## src/rtl/fetch_unit.sv

```systemverilog
// Instruction fetch front-end: one outstanding memory request, DEPTH-entry {pc, instr} FIFO to decode.
// Build with FETCH_PERF_EN defined to get the stall/redirect performance counters.
module fetch_unit #(
  parameter int                           INS_ADDRESS_WIDTH = 20,
  parameter int                           DATA_WIDTH        = 32,
  parameter int                           DEPTH             = 4,
  parameter logic [INS_ADDRESS_WIDTH-1:0] RESET_PC          = '0
) (
  input  logic                         clk,
  input  logic                         rst,
  output logic                         mem_req,
  output logic [INS_ADDRESS_WIDTH-1:0] mem_addr,
  input  logic                         mem_rvalid,
  input  logic [DATA_WIDTH-1:0]        mem_rdata,
  input  logic                         redirect_valid,
  input  logic [INS_ADDRESS_WIDTH-1:0] redirect_pc,
  output logic                         instr_valid,
  output logic [DATA_WIDTH-1:0]        instr,
  output logic [INS_ADDRESS_WIDTH-1:0] instr_pc,
  input  logic                         instr_ready,
  output logic [31:0]                  perf_stall_cnt,
  output logic [31:0]                  perf_redirect_cnt
);
  localparam int PTR_W = $clog2(DEPTH);
  localparam int CNT_W = PTR_W + 1;

  typedef enum logic [1:0] {S_IDLE, S_WAIT, S_DISCARD} state_t;

  state_t                       r_state;
  logic [CNT_W-1:0]             r_count;
  logic [PTR_W-1:0]             r_head, r_tail;
  logic [INS_ADDRESS_WIDTH-1:0] r_fetch_pc, r_req_pc;
  logic [DATA_WIDTH-1:0]        r_data [DEPTH];
  logic [INS_ADDRESS_WIDTH-1:0] r_pc   [DEPTH];

  logic                         w_push, w_pop, w_space;
  logic [CNT_W:0]               w_sum;
  logic [INS_ADDRESS_WIDTH-1:0] w_redir_pc;

  assign w_push     = mem_rvalid & (r_state == S_WAIT) & ~redirect_valid;
  assign w_pop      = instr_valid & instr_ready & ~redirect_valid;
  // Pop is deliberately not credited so issue never depends on instr_ready.
  assign w_sum      = {1'b0, r_count} + (CNT_W+1)'(w_push);
  assign w_space    = w_sum < (CNT_W+1)'(DEPTH);
  assign w_redir_pc = redirect_pc & ~INS_ADDRESS_WIDTH'(3);

  assign mem_req  = ~rst & ~redirect_valid & w_space &
                    ((r_state == S_IDLE) | ((r_state == S_WAIT) & mem_rvalid));
  assign mem_addr = r_fetch_pc;

  assign instr_valid = (r_count != '0);
  assign instr       = r_data[r_head];
  assign instr_pc    = r_pc[r_head];

  always_ff @(posedge clk) begin
    if (rst) begin
      r_state    <= S_IDLE;
      r_count    <= '0;
      r_head     <= '0;
      r_tail     <= '0;
      r_fetch_pc <= RESET_PC;
      r_req_pc   <= RESET_PC;
    end else if (redirect_valid) begin
      r_count    <= '0;
      r_head     <= '0;
      r_tail     <= '0;
      r_fetch_pc <= w_redir_pc;
      if (r_state == S_WAIT)
        r_state <= mem_rvalid ? S_IDLE : S_DISCARD;
    end else begin
      if (w_push) r_tail <= r_tail + PTR_W'(1);
      if (w_pop)  r_head <= r_head + PTR_W'(1);
      r_count <= r_count + CNT_W'(w_push) - CNT_W'(w_pop);
      if (mem_req) begin
        r_req_pc   <= r_fetch_pc;
        r_fetch_pc <= r_fetch_pc + INS_ADDRESS_WIDTH'(4);
        r_state    <= S_WAIT;
      end else if (mem_rvalid && r_state != S_IDLE) begin
        r_state <= S_IDLE;
      end
    end
  end

  always_ff @(posedge clk) begin
    if (w_push) begin
      r_data[r_tail] <= mem_rdata;
      r_pc[r_tail]   <= r_req_pc;
    end
  end

`ifdef FETCH_PERF_EN
  logic [31:0] r_stall_cnt, r_redirect_cnt;

  always_ff @(posedge clk) begin
    if (rst) begin
      r_stall_cnt    <= '0;
      r_redirect_cnt <= '0;
    end else begin
      if (instr_ready & ~instr_valid) r_stall_cnt    <= r_stall_cnt + 32'd1;
      if (redirect_valid)             r_redirect_cnt <= r_redirect_cnt + 32'd1;
    end
  end

  assign perf_stall_cnt    = r_stall_cnt;
  assign perf_redirect_cnt = r_redirect_cnt;
`else
  assign perf_stall_cnt    = '0;
  assign perf_redirect_cnt = '0;
`endif

endmodule

```

## config.mk

```make
export PLATFORM = sky130hd
export DESIGN_NAME = fetch_unit
export DESIGN_NICKNAME = d
export VERILOG_FILES = /design/src/rtl/fetch_unit.sv
export SDC_FILE = /design/constraint.sdc
export NUM_CORES = 1
export LEC_CHECK = 0
export BUFFER_PORTS_ARGS = -buffer_cell sky130_fd_sc_hd__buf_2
export CORE_MARGIN = 2
export CORE_UTILIZATION = 59
export DETAILED_ROUTE_END_ITERATION = 16
export GPL_TIMING_DRIVEN = 0
export PLACE_DENSITY = 0.9
export SYNTH_ARGS = -nofsm -noshare
export SYNTH_HDL_FRONTEND = slang
export SYNTH_SLANG_ARGS = --single-unit
```

## constraint.sdc

```tcl
create_clock -name clk -period 4.7 [get_ports clk]
set_input_delay 0.94 -clock clk [delete_from_list [all_inputs] [get_ports clk]]
set_output_delay 0.94 -clock clk [all_outputs]
set_load 0.1 [all_outputs]
```

==> results of run 1 <==
## routing by layer
metal,up-vias,GRT usage [%]
met5,-,0
met4,0,5.85
met3,35,3.55
met2,326,38.9
met1,2816,30.7
li1,2647,-
## cells by family (layout without fill, tap and decap cells)
kind of cell | after synthesis | in the layout | share of synthesized area, %
multiplexers | 51 | 51 | 11.4
AO/OA/AOI/OAI | 67 | 67 | 4.67
flip-flops | 247 | 247 | 69.5
buffers and inverters | 109 | 282 | 6.68
AND/OR/NAND/NOR | 111 | 111 | 5.75
adder cells (fa/ha/maj) | 9 | 9 | 1.20
other | 1 | 68 | 0.0375
XOR/XNOR | 9 | 9 | 0.789
## worst max-delay path, delay by kind of cell
| family | cells | cell delay [ps] |
|---|---|---|
| buf+inv | 5 | 1100 |
| simple gates | 3 | 940 |
## cell type report
cell class | count | area share [%]
tap | 220 | 2.29
sequential | 247 | 57.9
inverter | 14 | 0.438
clock buffer | 27 | 5.27
buffer | 95 | 5.13
multi-input combinational | 315 | 22.0
timing repair buffer | 128 | 5.84
clock inverter | 18 | 1.19
## cell usage in the layout (no fill, tap or decap), types with 8 or more instances in the layout
cell type | Yosys | final
a211oi_1 | 9 | 9
a21oi_1 | 28 | 28
buf_2 | 3 | 127
buf_4 | 68 | 68
clkbuf_1 | 20 | 22
clkbuf_16 | 0 | 25
conb_1 | 1 | 68
dfxtp_1 | 47 | 47
edfxtp_1 | 200 | 200
ha_1 | 8 | 8
inv_1 | 12 | 12
mux4_2 | 50 | 50
nand2_1 | 46 | 46
nor2_1 | 18 | 18
## sequential cells by signal (all words and copies together) (netlist names), named ones only
| signal | count |
|---|---|
| r_tail | 2 |
| r_state | 2 |
| r_count | 3 |
| r_data | 128 |
| r_head | 2 |
| r_pc | 72 |
| r_req_pc | 18 |
| mem_addr | 18 |
## worst paths after layout
| path | startpoint | endpoint | slack (ps) | depth (start not counted) |
|---|---|---|---|---|
| min reg2reg | r_req_pc[16] | r_req_pc[16] | 510 | 2 |
| max reg2reg | r_count[1] | r_count[2] | 2460 | 8 |
| min | r_req_pc[16] | r_req_pc[16] | 510 | 2 |
| max | redirect_valid | mem_req | 770 | 8 |
## where the power goes
group | leakage (nW) | switching, mW | internal (mW)
registers | 2.17 | 0.0275 | 2.38
clock network | 0.384 | 0.769 | 1.08
logic | 1.87 | 0.441 | 0.0956
## through the flow
stage / instances / cell area [um^2] / total power, mW
after floorplan: 671 / 10200 / 2.90
after global placement: 1015 / 11100 / 2.97
after detailed placement: 1019 / 11200 / 2.98
after CTS: 1064 / 12000 / 4.82
after global routing: 1064 / 12000 / 4.93
final: 1064 / 12000 / 4.79
==> impl_results.md, run 1 <==
* Run status: finished, final reports clean
* Pre-Repair DR Iteration Count at 5
* Post-CTS setup buffer count at 0
* WL met3 at 1.59 mm
* Clock root cell: clkbuf_16
* Fillers at approximately 1,000
* Syn avg cell area at between 15 and 20 um^2
* Num CTS Buffers at 25
* Placed wire-length estimate at around 14 mm
* PortBufs at between 100 and 150
* Via-to-Cell Ratio at approximately 5.5
* Min Hold Slack at 505 ps
* Kind of critical path: in -> out
* FF/Latch Area at about 6900 um^2
* Vias in the first global route at between 5,000 and 6,000
* DR WL met2 at 10.1 mm
* DR top layer: met4
* Worst-Skew Late Latency at approximately 500 ps
* Routed WL per cell at ~19 um
* Via count at about 5,800
* Area contributors post-synth: edfxtp_1, mux4_2, dfxtp_1, buf_4, nand2_1
* CP max FO at 10
* First-pass GRT wire length at between 30 and 40 mm
* Slew @ Worst Pin at ~1000 ps
* Slew Limit Headroom at between 30% and 40%
* Clock buffer depth at 3
* Core area at ~17,000 um^2
* # setup viols final at 0
* Startpoint types: primary input
* Pleak at about 4.4 nW
* Unrepaired setup endpoints after global routing: false
* GRT overflow at 0
* Clock sink count at between 200 and 250
* Period utilisation layout at between 80% and 90%
* H-tree levels at 1
* Clock Pin Slew Worst Setup and Hold Paths at approximately 60 ps
* Row count at 47
* Power density cells at roughly 400 nW/um^2
* Die Y at ~130 um
* Min-Delay Path Class: reg -> reg
* Crit-path cells: buf_2, and4bb_4, inv_2, nor4_4, nor2_2, inv_2, buf_2, buf_2
* Fin. max-slew vios at 0
* Most common cell in the netlist: edfxtp_1
* Peak VDD IR at 0.275 mV
* Final WS setup at 773 ps
* Slowest stage delay, CP at roughly 470 ps
* Sequential area share after synthesis at between 60% and 70%
* Residual DRC at 0
* Layout area overhead at 20.1%
* Nature of the critical path endpoint: primary output
* Routability cong. at around 0.90
* Die ar. at ~18,000 um^2
* Met1 wire length at 8.17 mm
* Synth Cell Area at about 10000 um^2
* Yosys cell types at 54
* Antenna diodes at 0
* Routed wire length at 20.3 mm
* Initial core utilization at 60.3%
* Max frequency at roughly 250 MHz
* Max-cap violations at 0
* Io pins at between 150 and 200
* Final Util at 72.4%
* DR iter-0 viols at roughly 500
* Most used cell, CP: buf_2
* Initial antenna violation count at 0
* Most frequent cells after synthesis: edfxtp_1, buf_4, mux4_2
* Antenna viol nets, final at 0
* Setup TNS at 0 ps
* Cell taking the most area after synthesis: edfxtp_1
* Die width at 134 um
* Post-synth top flop: edfxtp_1
* CTS tree: done
* Syn Inst Count at just over 600
* Syn. warnings at 0
* GRT Util Overall at around 23%
* Share of the synthesized area in the top cell type at 60.1%
* Final nets at approximately 890
* Critical Path RT at approximately 3800 ps
* Post-cts hold buffer count at 0
* CP arrival at 2990 ps
* Share of cells above drive strength 1 at 35.5%
* Largest net degree at the start of global routing at 34
* Pre-CTS setup slack at roughly 800 ps
* Skew final at between 10 and 15 ps
* Yosys reg bits at between 200 and 250
* Async set or reset register ratio after synthesis at 0%
* Final Hold Violating Endpoints at 0
* Resized Gates After CTS at 0
* Post-synth EDFFs at 200
* Slowest CP cell: buf_2
* Multi-input gate area at approximately 2600 um^2
* Period minus WS final at about 3900 ps
Note: power is estimated with default switching activity, not from simulation.
==> run 2, diff against run 1 <==
--- a/config.mk
+++ b/config.mk
@@ -7,10 +7,10 @@
 export LEC_CHECK = 0
 export BUFFER_PORTS_ARGS = -buffer_cell sky130_fd_sc_hd__buf_2
 export CORE_MARGIN = 2
-export CORE_UTILIZATION = 59
+export CORE_UTILIZATION = 50
 export DETAILED_ROUTE_END_ITERATION = 16
 export GPL_TIMING_DRIVEN = 0
-export PLACE_DENSITY = 0.9
+export PLACE_DENSITY = 0.82
 export SYNTH_ARGS = -nofsm -noshare
 export SYNTH_HDL_FRONTEND = slang
 export SYNTH_SLANG_ARGS = --single-unit
==> constraint.sdc (replaced) <==
create_clock -name clk -period 3.5 [get_ports clk]
set_input_delay 0.7 -clock clk [delete_from_list [all_inputs] [get_ports clk]]
set_output_delay 0.7 -clock clk [all_outputs]
set_load 0.1 [all_outputs]
==> impl_results.md, run 2 (synthesis results as in run 1) <==
* Run status: finished, final reports clean
* Clock sink count at between 200 and 250
* Peak VDD IR at approximately 0.33 mV
* Slew Limit Headroom at about a third
* CP max FO at 10
* Psw at about 1.7 mW
* Vias in the first global route at 5,638
* DR iter-0 viols at a little over 300
* Via count at 5,712
* Slew @ Worst Pin at slightly above 1000 ps
* Most frequent cells in the layout: edfxtp_1, buf_2, buf_4, conb_1, mux4_2
* Pre-Repair DR Iteration Count at 5
* Cell Count, Final, Fillers Out at ~1,100
* PortBufs at approximately 120
* First-pass GRT wire length at slightly below 30 mm
* Clock root cell: clkbuf_16
* # setup viols final at 0
* Post-cts hold buffer count at 0
* Setup TNS at 0 ps
* H-tree levels at 1
* Seq pwr share at 48.7%
* Critical Path RT at about 2800 ps
* Post-route cell area at around 12,000 um^2
* Fin. max-slew vios at 0
* Commonest non-fill, non-tap cell in the layout: edfxtp_1
* Final Hold Violating Endpoints at 0
* Nature of the critical path endpoint: primary output
* Fillers at roughly 1,500
* Unrepaired setup endpoints after global routing: false
* Initial antenna violation count at 0
* Pleak at around 4.5 nW
* Worst-Skew Late Latency at around 500 ps
* Die width at ~150 um
* Placed wire-length estimate at approximately 13 mm
* Placed cells at 1,064
* Post-DP Area at ~11,000 um^2
* Worst-case reg-to-reg path depth at 5
* Share of cells above drive strength 1 at 36.5%
* Post-CTS setup buffer count at 0
* CTS tree: done
* Via-to-Cell Ratio at 5.15
* Routed wire length at roughly 19 mm
* Resized Gates After CTS at 2
* Die ar. at ~21,000 um^2
* Gate power share at a little over a tenth
* Residual DRC at 0
* Largest register FFs at around 130
* FF/Latch Area at 6950 um^2
* Initial core utilization at between 50% and 60%
* Die Y at 145 um
* Kind of critical path: reg -> out
* Routability cong. at between 0.8 and 0.9
* Max frequency at ~300 MHz
* Core area at between 15,000 and 20,000 um^2
* Clock Pin Slew Worst Setup and Hold Paths at 60 ps
* Layout area overhead at 21.6%
* Slowest stage delay, CP at around 470 ps
* Skew final at 8.99 ps
* Internal at between 4 and 5 mW
* Hold path cells at 1
* Min-Delay Path Class: in -> reg
* Top reg by flops: r_data
* Max-cap violations at 0
* Largest regs: r_data x128, r_pc x72
* Power density cells at 545 nW/um^2
* Startpoint types: flop
* Multi-input gate area at about 2600 um^2
* Crit-path cells: ha_1, o21a_1, a2111oi_4, nor2_2, inv_2, buf_2, buf_6
* GRT Util Overall at ~18%
* Period utilisation layout at between 90 and 100%
* Clock network fraction of design power at approximately two fifths
* Clock buffer depth at 3
* Slowest CP cell: a2111oi_4
* Period minus WS final at 3290 ps
* Largest net degree at the start of global routing at 32
* CP arrival at between 2000 and 3000 ps
* Switching power share of the total at approximately a quarter
* Antenna viol nets, final at 0
* Final nets at roughly 890
* GRT overflow at 0
* Row count at 51
* Num CTS Buffers at 25
* Io pins at 195
* Routed WL per cell at between 15 and 20 um
-- run 2: power by group through the flow --
stage	registers (mW)	logic, mW	clock network, mW
final	3.23	0.717	2.68
after global routing	3.23	0.744	2.84
after CTS	3.23	0.712	2.73
after detailed placement	3.29	0.711	0
after global placement	3.29	0.704	0
after floorplan	3.38	0.517	0
-- run 2: worst paths after layout --
path | slack [ps] | to | from
worst max-delay path | 210 | mem_req | r_count[2]
worst min-delay path | 410 | r_data[3][8] | mem_rdata[8]
worst max register to register | 1250 | mem_addr[4] | r_state[0]
worst min register to register | 490 | r_req_pc[16] | r_req_pc[16]
-- run 2: worst max-delay path: cells and delay by family (launching register included) --
family,cells,cell delay [ps]
compound gates,2,680
fa+ha+maj,1,210
buf+inv,3,670
flops,1,360
simple gates,1,160
-- run 2: cell type report --
class,instances,share of cell area [%]
clock inverters,16,1.51
well taps,265,2.73
diodes,1,0.0206
clock buffers,29,5.44
flip-flops and latches,247,57.2
plain buffers,95,5.17
multi-input cells,315,21.7
inverters,14,0.433
repair buffers,128,5.82
-- run 2: per-layer routing --
metal / up-vias / GRT usage (%) / share of wire (%)
met4: 0 / 3.92 / 1.6
li1: 2642 / - / -
met5: - / 0 / 0
met3: 30 / 2.38 / 6.6
met2: 242 / 29.2 / 48
met1: 2798 / 25.3 / 44
-- run 2: stage by stage --
stage	util [%]	power, mW	hold slack (ps)	setup slack, ps
final	62.2	6.62	414	211
after global routing	62.2	6.81	403	59.4
after CTS	62.1	6.67	397	0.813
after detailed placement	57.8	4.00	491	136
after global placement	57.3	3.99	480	-209
after floorplan	-	3.90	460	602
==> run 3, diff against run 2 <==
--- a/config.mk
+++ b/config.mk
@@ -6,11 +6,11 @@
 export NUM_CORES = 1
 export LEC_CHECK = 0
 export BUFFER_PORTS_ARGS = -buffer_cell sky130_fd_sc_hd__buf_2
-export CORE_MARGIN = 2
 export CORE_UTILIZATION = 50
 export DETAILED_ROUTE_END_ITERATION = 16
 export GPL_TIMING_DRIVEN = 0
-export PLACE_DENSITY = 0.82
+export PLACE_DENSITY = 0.86
+export RECOVER_POWER = 25
 export SYNTH_ARGS = -nofsm -noshare
 export SYNTH_HDL_FRONTEND = slang
 export SYNTH_SLANG_ARGS = --single-unit
==> impl_results.md, run 3 (synthesis results as in run 1) <==
* Run status: finished, final reports clean
* Antenna diodes at 0
* Top reg by flops: r_data
* First-pass GRT wire length at between 20 and 30 mm
* Seq pwr share at roughly half
* Routability cong. at 0.906
* DR iter-0 viols at 307
* Vias in the first global route at 5,580
* Peak VDD IR at 0.317 mV
* Worst-case reg-to-reg path depth at 8
* CP arrival at 2620 ps
* Via-to-Cell Ratio at approximately 5.1
* Row count at slightly above 50
* Kind of critical path: reg -> out
* Multi-input gate area at around 2600 um^2
* Most frequent cells in the layout: edfxtp_1, buf_2, buf_4, conb_1, clkbuf_1
* Io pins at between 150 and 200
* Startpoint types: flop
* CP max FO at 10
* WL met3 at ~1.4 mm
* Power density cells at roughly 540 nW/um^2
* Skew final at between 20 and 25 ps
* DR WL met2 at 9.41 mm
* Num CTS Buffers at 26
* Fillers at around 1,500
* Slew Limit Headroom at 36.5%
* Post-route cell area at approximately 12,000 um^2
* Slew @ Worst Pin at ~950 ps
* Post-DP Area at 11,300 um^2
* Post-cts hold buffer count at 0
* Initial antenna violation count at 0
* Period minus WS final at between 3000 and 4000 ps
* Switching power share of the total at between 20 and 30%
* Critical Path Source: r_count[2]
* Fin. max-slew vios at 0
* Post-CTS setup buffer count at 0
* Core area at 19,500 um^2
* Critical Path RT at between 2000 and 3000 ps
* Die width at 143 um
* Share of cells above drive strength 1 at about 32%
* Gate power share at 11.0%
* GRT overflow at 0
* PortBufs at roughly 120
* Clock Pin Slew Worst Setup and Hold Paths at around 60 ps
* Max-cap violations at 0
* Die Y at between 100 and 150 um
* Clock buffer depth at 3
* Min-Delay Path Class: in -> reg
* Clock root cell: clkbuf_16
* FF-to-FF Start: r_count[1]
* Period utilisation layout at between 90% and 100%
* Routed WL per cell at approximately 17 um
* Pleak at 4.36 nW
* Nature of the critical path endpoint: primary output
* Min Hold Slack at between 400 and 500 ps
* Via count at about 5,700
* Largest register FFs at about 130
* Resized Gates After CTS at 3
* Residual DRC at 0
* # setup viols final at 0
* Routed wire length at 19.1 mm
* CTS tree: done
* Largest net degree at the start of global routing at 34
* Worst Hold Launch: redirect_pc[11]
* Final nets at 893
* Setup TNS at 0 ps
* DR top layer: met4
* Hold path cells at 3
* Largest regs: r_data x128, r_pc x72
* Layout area overhead at 20.5%
* Final Hold Violating Endpoints at 0
* FF/Latch Area at about 7000 um^2
* Met1 wire length at slightly below 8 mm
* GRT Util Overall at 18.9%
* Psw at 1.65 mW
* Placed wire-length estimate at 12.8 mm
* H-tree levels at 1
* Die ar. at slightly above 20,000 um^2
* Commonest non-fill, non-tap cell in the layout: edfxtp_1
* Initial core utilization at 51.2%
* Antenna viol nets, final at 0
* Unrepaired setup endpoints after global routing: false
* Max frequency at roughly 300 MHz
* Clock network fraction of design power at between 30% and 40%
* Clock sink count at around 250
* Final Util at a little over 60%
* Worst-Skew Late Latency at roughly 500 ps
* Internal at between 4 and 5 mW
* Pre-Repair DR Iteration Count at 5
[run 3: changes by cell type in the layout (fill, tap and decap cells not counted), sizes merged]
cell / change
clkbuf: +40
buf: -32
bufinv: -3
clkinvlp: -3
clkdlybuf4s15: -1
diode: -1
[run 3: cell type report]
class                   count  area share, %
plain buffers              95           5.16
repair buffers            128           5.54
clock buffers              36           5.89
multi-input cells         315           21.9
clock inverters            10          0.665
inverters                  14          0.436
well taps                 265           2.75
flip-flops and latches    247           57.7
[run 3: path summary, 6_finish.rpt]
check	end	slack [ps]
max	mem_req	180
min	mem_addr[11]	460
max reg2reg	r_count[2]	1210
min reg2reg	r_req_pc[3]	500
[run 3: stage by stage]
stage                     total power, mW  instances  setup slack [ps]
after global placement               3.99       1060              -197
after global routing                 6.66       1110              29.3
final                                6.45       1110               175
after CTS                            6.51       1110              1.62
after floorplan                      3.90        671               602
after detailed placement             4.00       1064              79.7
[run 3: power groups by stage]
stage / registers, mW / clock network (mW) / logic (mW)
3_3_place_gp: 3.29 / 0 / 0.703
5_1_grt: 3.23 / 2.69 / 0.738
3_5_place_dp: 3.29 / 0 / 0.712
6_report: 3.23 / 2.51 / 0.711
2_1_floorplan: 3.38 / 0 / 0.517
4_1_cts: 3.23 / 2.56 / 0.713
[run 3: metal layers]
layer	vias up	track usage, %
met5	-	0
met1	2734	25.1
li1	2648	-
met2	253	32.0
met4	0	5.15
met3	28	3.33
[run 3: worst max-delay path: stages (launching register included)]
cell and delay [ps]:
dfxtp_1 370, ha_1 220, o21a_1 210, a2111oi_4 450, nor2_2 170, inv_2 190
buf_2 250, buf_6 260
